==> src/rtl/secded_decoder.sv <==
// secded_decoder: SECDED Hamming decoder in a two-stage elastic valid/ready
// pipeline. It corrects single-bit errors and flags double-bit errors. It also
// keeps saturating counters of the corrected and uncorrectable words it delivers.
//
// Ports:
//   clk_i, rst_ni          clock, asynchronous active-low reset
//   dat_i/vld_i/rdy_o      codeword input handshake
//   dat_o/err_sec_o/
//   err_ded_o/vld_o/rdy_i  corrected data + error flags, output handshake
//   cnt_clr_i              synchronous clear of both counters
//   sec_cnt_o/ded_cnt_o    saturating counts of delivered SEC / DED words
//
// Codeword layout: index i (0..CODE_W-2) is Hamming position i+1. Parity bits
// sit at power-of-two positions and data bits fill the rest, LSB first. The top
// index holds even parity over the whole word.
module secded_decoder #(
    parameter  int DATA_W = 16,
    parameter  int CNT_W  = 16,
    // Smallest p with 2^p >= DATA_W+p+1, valid for DATA_W in 4..57.
    localparam int PAR_W  = (DATA_W <= 4)  ? 3 :
                            (DATA_W <= 11) ? 4 :
                            (DATA_W <= 26) ? 5 : 6,
    localparam int CODE_W = DATA_W + PAR_W + 1
) (
    input  logic              clk_i,
    input  logic              rst_ni,
    input  logic [CODE_W-1:0] dat_i,
    input  logic              vld_i,
    output logic              rdy_o,
    output logic [DATA_W-1:0] dat_o,
    output logic              err_sec_o,
    output logic              err_ded_o,
    output logic              vld_o,
    input  logic              rdy_i,
    input  logic              cnt_clr_i,
    output logic [CNT_W-1:0]  sec_cnt_o,
    output logic [CNT_W-1:0]  ded_cnt_o
);

    // Hamming position of the k-th data bit (k-th non-power-of-two position).
    function automatic int f_dpos(input int k);
        int pos;
        int cnt;
        pos = 0;
        cnt = -1;
        while (cnt < k) begin
            pos++;
            if ((pos & (pos - 1)) != 0) cnt++;
        end
        return pos;
    endfunction

    logic              r_v1, r_v2;
    logic [CODE_W-2:0] r_cw1;
    logic [PAR_W-1:0]  r_syn1;
    logic              r_pa1;
    logic [DATA_W-1:0] r_dat;
    logic              r_sec, r_ded;
    logic [CNT_W-1:0]  r_sec_cnt, r_ded_cnt;

    logic              w_go1, w_rdy, w_xfer;
    logic [PAR_W-1:0]  w_syn;
    logic              w_pa;
    logic [CODE_W-2:0] w_fix;
    logic [DATA_W-1:0] w_data;
    logic              w_sec, w_ded;

    // Stage 2 advances when it is empty or being drained. Stage 1 accepts
    // when it is empty or advancing.
    assign w_go1  = ~r_v2 | rdy_i;
    assign w_rdy  = ~r_v1 | w_go1;
    assign w_xfer = r_v2 & rdy_i;

    // Syndrome is the XOR of the positions of all set bits, overall parity excluded.
    always_comb begin
        w_syn = '0;
        for (int i = 0; i < CODE_W - 1; i++)
            if (dat_i[i]) w_syn = w_syn ^ PAR_W'(i + 1);
    end
    assign w_pa = ^dat_i;

    always_comb begin
        w_fix = r_cw1;
        w_sec = 1'b0;
        w_ded = 1'b0;
        if (r_pa1) begin
            if (r_syn1 == '0) begin
                // Only the overall parity bit flipped; data is intact.
                w_sec = 1'b1;
            end else if (r_syn1 <= PAR_W'(CODE_W - 1)) begin
                w_sec = 1'b1;
                for (int i = 0; i < CODE_W - 1; i++)
                    if (r_syn1 == PAR_W'(i + 1)) w_fix[i] = ~r_cw1[i];
            end else begin
                // Syndrome points beyond the codeword, so this must be a multi-bit error.
                w_ded = 1'b1;
            end
        end else if (r_syn1 != '0) begin
            w_ded = 1'b1;
        end
    end

    for (genvar k = 0; k < DATA_W; k++) begin : g_ext
        assign w_data[k] = w_fix[f_dpos(k) - 1];
    end

    always_ff @(posedge clk_i or negedge rst_ni) begin
        if (!rst_ni) begin
            r_v1   <= 1'b0;
            r_cw1  <= '0;
            r_syn1 <= '0;
            r_pa1  <= 1'b0;
        end else if (w_rdy) begin
            r_v1 <= vld_i;
            if (vld_i) begin
                r_cw1  <= dat_i[CODE_W-2:0];
                r_syn1 <= w_syn;
                r_pa1  <= w_pa;
            end
        end
    end

    always_ff @(posedge clk_i or negedge rst_ni) begin
        if (!rst_ni) begin
            r_v2  <= 1'b0;
            r_dat <= '0;
            r_sec <= 1'b0;
            r_ded <= 1'b0;
        end else if (w_go1) begin
            r_v2 <= r_v1;
            if (r_v1) begin
                r_dat <= w_data;
                r_sec <= w_sec;
                r_ded <= w_ded;
            end
        end
    end

    // Counters advance only on delivered words. A clear takes priority over a same-cycle increment.
    always_ff @(posedge clk_i or negedge rst_ni) begin
        if (!rst_ni) begin
            r_sec_cnt <= '0;
            r_ded_cnt <= '0;
        end else if (cnt_clr_i) begin
            r_sec_cnt <= '0;
            r_ded_cnt <= '0;
        end else if (w_xfer) begin
            if (r_sec && !(&r_sec_cnt)) r_sec_cnt <= r_sec_cnt + 1'b1;
            if (r_ded && !(&r_ded_cnt)) r_ded_cnt <= r_ded_cnt + 1'b1;
        end
    end

    assign rdy_o     = w_rdy;
    assign vld_o     = r_v2;
    assign dat_o     = r_dat;
    assign err_sec_o = r_sec;
    assign err_ded_o = r_ded;
    assign sec_cnt_o = r_sec_cnt;
    assign ded_cnt_o = r_ded_cnt;

endmodule

==> config.mk <==
export PLATFORM = sky130hd
export DESIGN_NAME = secded_decoder
export DESIGN_NICKNAME = d
export VERILOG_FILES = /design/src/rtl/secded_decoder.sv
export SDC_FILE = /design/constraint.sdc
export NUM_CORES = 1
export LEC_CHECK = 0
export BUFFER_PORTS_ARGS = -buffer_cell sky130_fd_sc_hd__buf_2
export CORE_ASPECT_RATIO = 0.5
export CORE_MARGIN = 1.5
export CORE_UTILIZATION = 50
export DETAILED_ROUTE_END_ITERATION = 12
export PLACE_DENSITY = 0.77
export SKIP_LAST_GASP = 1
export SYNTH_ARGS = -nofsm -noshare
export SYNTH_HDL_FRONTEND = slang
export SYNTH_SLANG_ARGS = --single-unit
==> constraint.sdc <==
create_clock -name clk_i -period 1.8 [get_ports clk_i]
set_clock_uncertainty 0.1 [all_clocks]
set_input_delay 0.18 -clock clk_i [delete_from_list [all_inputs] [get_ports clk_i]]
set_output_delay 0.18 -clock clk_i [all_outputs]
set_load 0.01 [all_outputs]
==> impl_metrics.ini, run 1 <==
[status]
outcome = finished with violations
failed_checks = negative setup slack

[routing]
postRouteAntennaNets = 0
drc = 0
drtPass1Iterations = 4
drt-total-wl_um = 8810
avgViaCountPerCell = 5.26
via_count = 3243
wl_per_cell_um = 14.3
drtIter0Drc = 151

[yosys]
synthArstFlopShare = 1.00
syn_inst = 394
synth_edf_count = 0
synthFlopType = dfrtp_1
synthXorXnorAreaFrac = 0.180
syn-num-nets = 423
synth_top_family_by_area = simple AND/OR/NAND/NOR gates
syn_avg_cell_area_um2 = 9.88
synth_top_cell_area_share = 0.476
synth-simple-area-share = 0.221
yosys-top-cells-count = dfrtp_1 (74), xnor2_1 (47), nand2_1 (42)
ys_ff_latch = 74
syn_area_um2 = 3890
synth-compound-area-share = 0.0476
synthAdderAreaFrac = 0.00643
synth_most_common_cell = dfrtp_1
synth_mux_area_frac = 0.0514
ys_seq_area_frac = 0.476
synth_cell_type_count = 34
synth_area_leaders = dfrtp_1 (48%), xnor2_1 (11%), xor2_1 (5.6%), mux2_2 (4.6%), nand2_1 (4.0%)
yosysTopAreaCell = dfrtp_1
ys_warn_count = 0

[hold_path]
hold_path.class = in2reg
min_path_cells = 2
whs_endpoint = r_cw1[8]
min_from = dat_i[8]

[cells_and_area]
antennaDiodeCount = 0
nets = 545
drive_above_1_share = 0.349
final_area_um2 = 5170
finalNonFillerCells = 617
final-seq-area_um2 = 1860
final_core_util = 0.696
multi_input_area_um2 = 2090
n_fill_cell = 562
area_growth_pct = 32.9

[cts]
cts_made_buffers = 9
cts_root_buffer = clkbuf_16
clock_latency_ns = 0.33
clock_path_buffers = 2
htree_levels = 3
cts_tree = yes
clk_pin_slew_ns = 0.06
cts_sinks = 74

[global_route]
overflow = 0
grt_pass1_wl_um = 14600
grt_start_max_net_pins = 75
antenna_found_initial = 0
grt_pass1_vias = 3108
groute.usage.overall = 0.225

[setup_path]
cp_max_fo = 4
cp.arrival_ns = 1.91
r2r_slack_ns = -0.02
r2r_start = sec_cnt_o[0]
critPathCaptureType = flop
start_kind = flop
critPathKind = reg2reg
rr_endpoint = sec_cnt_o[12]
crit_required_ns = 1.90
rr_worst_depth = 6

[floorplan]
die_width_um = 128
initial_utilization = 0.524
dieArea_um2 = 8360
coreArea_um2 = 7430
fp.dieH_um = 65.4
fp-row-count = 22
io_pins = 79

[sta]
hold_violations = 0
fin_ws_ns = -0.0178
setup_viol = 2
finalCritPeriodShare = 1.01
rsz0062_at_grt = true
fmax_mhz = 550
slew_headroom = 0.591
drv_slew = 0
holdWs_ns = 0.0163
post-route-min-period_ns = 1.82
max_slew.worst_pin.slew_ns = 0.613

[power]
power_mw = 5.06
peakVddDrop_mv = 0.603
p_leak_nw = 2.28
p_per_area_nw_per_um2 = 979

[placed_design]
place_area_um2 = 4710
gp_congestion = 0.796
dp_cells = 593
dp_hpwl_um = 6220
portBuffers = 78

[run]
cap_violations = 0
## final cells by class
| cell class | count | area share |
|---|---|---|
| Clock buffer | 9 | 0.0435 |
| Clock inverter | 7 | 0.0150 |
| Inverter | 3 | 0.00218 |
| Multi-Input combinational cell | 301 | 0.404 |
| Sequential cell | 74 | 0.359 |
| Tap cell | 96 | 0.0232 |
| Timing Repair Buffer | 127 | 0.153 |
## where the power goes
group	leakage (nW)	switching, mW	internal (mW)
Combinational	1.19	0.588	0.541
Sequential	0.941	0.250	1.90
Clock	0.146	0.708	1.08
Total	2.28	1.55	3.52
## layout by cell type (no fill, tap or decap), drive strengths merged, types with 2 or more instances in the layout
master       count
xor2            25
and3             2
nor4b            3
ha               2
nor2b            5
clkinv           4
nor3            21
buf            124
and4             5
and2             2
clkbuf           9
mux2            16
nand2b           3
xnor3            2
nor2            33
nor4             6
nand3           21
o21ai           31
or3              6
a21oi            6
inv              4
dfrtp           74
nand2           42
xnor2           47
nand4           15
dlygate4sd3      3
mux2i            2
or2              2
## layer usage
metal | vias up | GRT usage | wire (um)
li1 | 1604 | - | -
met5 | - | 0 | 0
met4 | 0 | 0.0744 | 97
met1 | 1549 | 0.298 | 4120
met2 | 79 | 0.366 | 4180
met3 | 11 | 0.0594 | 409
## stage by stage
stage,worst slack [ns],TNS [ns]
final,-0.0178,-0.0233
after floorplan,0.00173,0
after global placement,0.0221,0
after CTS,-0.0112,-0.0148
after detailed placement,-0.0151,-0.0389
after global routing,-0.118,-0.812
## cell families after synthesis
family,after synthesis
AND/OR/NAND/NOR,169
XOR/XNOR,75
flip-flops,74
AO/OA/AOI/OAI,37
buffers and inverters,19
multiplexers,18
adder cells (fa/ha/maj),2
## worst max path at each step
stage,start,end,slack [ns]
after floorplan,ded_cnt_o[0],ded_cnt_o[11],0.002
after global placement,ded_cnt_o[1],ded_cnt_o[11],0.02
after detailed placement,dat_i[18],r_pa1,-0.02
after CTS,ded_cnt_o[1],ded_cnt_o[11],-0.01
after global routing,sec_cnt_o[3],sec_cnt_o[5],-0.12
final,sec_cnt_o[0],sec_cnt_o[12],-0.02
## sequential cells by signal, summed over array words and instances (netlist names)
| signal | count |
|---|---|
| dat_o | 16 |
| ded_cnt_o | 16 |
| r_cw1 | 16 |
| sec_cnt_o | 16 |
| r_syn1 | 5 |
| err_ded_o | 1 |
| err_sec_o | 1 |
| r_pa1 | 1 |
| r_v1 | 1 |
| vld_o | 1 |
## repair_timing
action	4_1_cts	5_1_grt
pin swaps	1	8
endpoints found under the hold margin	76	0
buffers inserted	0	4
gates resized for setup	3	18
hold buffers	3	0
endpoints found under the setup margin	4	30
cloned	0	1
## critical path: stages, from the launching register on
cell	delay [ns]
dfrtp_1	0.38
ha_1	0.25
nand3_1	0.22
nor2_1	0.13
nor4b_1	0.39
xnor2_1	0.17
nor2_1	0.05
Power figures use the tool's default switching activity.
==> run 2: changes to the inputs <==
Settings changed: CTS_CLUSTER_DIAMETER set to 50, HOLD_SLACK_MARGIN set to 0.08.
==> impl_metrics.ini, run 2 (synthesized netlist as in run 1, its figures left out) <==
[status]
outcome = finished with violations
failed_checks = negative setup slack

[routing]
wl_per_cell_um = 14.2
via_count = 3278
avgViaCountPerCell = 5.19
drtIter0Drc = 155
dr_wl_met2_um = 4400
drc = 0
drt-total-wl_um = 8990
postRouteAntennaNets = 0
wl_met3_um = 374
drtPass1Iterations = 4
top_layer = met4
met1_length_um = 4120

[cts]
cts_made_buffers = 9
cts_tree = yes
clock_latency_ns = 0.34
clk_pin_slew_ns = 0.06
htree_levels = 3
cts_sinks = 74
clock_path_buffers = 2
cts_root_buffer = clkbuf_16

[run]
cap_violations = 0

[sta]
fmax_mhz = 553
hold_violations = 0
drv_slew = 0
fin_ws_ns = -0.00726
rsz0062_at_grt = true
finalCritPeriodShare = 1.00
post-route-min-period_ns = 1.81
slew_headroom = 0.595
max_slew.worst_pin.slew_ns = 0.607
setup_viol = 2

[cells_and_area]
final_cell_mix = buf_2 (79), dfrtp_1 (68), xnor2_1 (47)
antennaDiodeCount = 0
nets = 560
final_core_util = 0.716
area_growth_pct = 36.8
drive_above_1_share = 0.340
final_common_cell = buf_2

[global_route]
grt_pass1_wl_um = 14900
groute.usage.overall = 0.230
overflow = 0
antenna_found_initial = 0
grt_start_max_net_pins = 75
grt_pass1_vias = 3211

[floorplan]
io_pins = 79
coreArea_um2 = 7430
initial_utilization = 0.524
fp-row-count = 22
dieArea_um2 = 8360
die_width_um = 128
fp.dieH_um = 65.4

[power]
p_per_area_nw_per_um2 = 958
peakVddDrop_mv = 0.604
p_leak_nw = 2.34

[setup_path]
r2r_slack_ns = -0.007
crit_required_ns = 1.90
start_kind = flop
critical-path-max-stage-delay_ns = 0.39
worst_path_most_repeated_cell = nor2_1
cp.arrival_ns = 1.90
path_cells = ha_1 > nand3_1 > nor2_1 > nor4b_1 > xnor2_1 > nor2_1
crit_slowest_cell = nor4b_1
cp_max_fo = 4
critPathCaptureType = flop
critPathKind = reg2reg

[placed_design]
gp_congestion = 0.796
preCtsSetupSlack_ns = -0.0151
dp_hpwl_um = 6220
portBuffers = 78

[hold_path]
hold_path.class = in2reg
## run 2: worst max-delay path, delay by kind of cell (launching register included)
kind                       cells  cell delay [ns]
xor gates and xnor gates       1             0.17
DFF                            1             0.38
adders and majority gates      1             0.25
and+or+nand+nor                4             0.78
## run 2: power by group
part	internal [mW]	switching, mW
registers	1.90	0.249
clock network	1.08	0.714
logic	0.563	0.597
## run 2: stage by stage
stage / cells / instance area [um^2] / TNS, ns / hold WS [ns] / power (mW)
floorplan: 394 / 3930 / 0 / -0.216 / 2.84
global placement: 593 / 4710 / 0 / 0.138 / 3.26
detailed placement: 593 / 4710 / -0.0389 / 0.140 / 3.30
CTS: 627 / 5210 / -0.0148 / 0.107 / 5.13
global route: 632 / 5330 / -0.812 / 0.134 / 5.37
finish: 632 / 5330 / -0.0101 / 0.110 / 5.10
## run 2: what timing repair did
action	CTS	global route
cloned	0	1
hold endpoints to repair	91	0
setup buffers	0	4
hold buffers	18	0
gates resized for setup	3	18
pin swaps	1	8
endpoints found under the setup margin	4	30
## run 2: metal layers
layer | GRT usage | vias up
li1 | - | 1636
met1 | 0.294 | 1565
met2 | 0.389 | 66
met3 | 0.0594 | 11
met4 | 0.0744 | 0
met5 | 0 | -
## run 2: layout make-up
type,instances,area [um^2]
Fill cell,550,2110
Multi-Input combinational cell,301,2090
Sequential cell,74,1860
Timing Repair Buffer,142,942
Clock buffer,9,225
Tap cell,96,120
Clock inverter,7,77.6
Inverter,3,11.3
## run 2: path summary, 6_finish.rpt
kind                                    from             to  cells after the start
worst max register to register  sec_cnt_o[0]  sec_cnt_o[12]                      6
min in group asynchronous             rst_ni       r_cw1[5]                      3
worst min register to register     dat_o[13]      dat_o[13]                      2
max in group asynchronous             rst_ni  sec_cnt_o[11]                      3
worst min-delay path                   rdy_i          vld_o                      3
worst max-delay path            sec_cnt_o[0]  sec_cnt_o[12]                      6
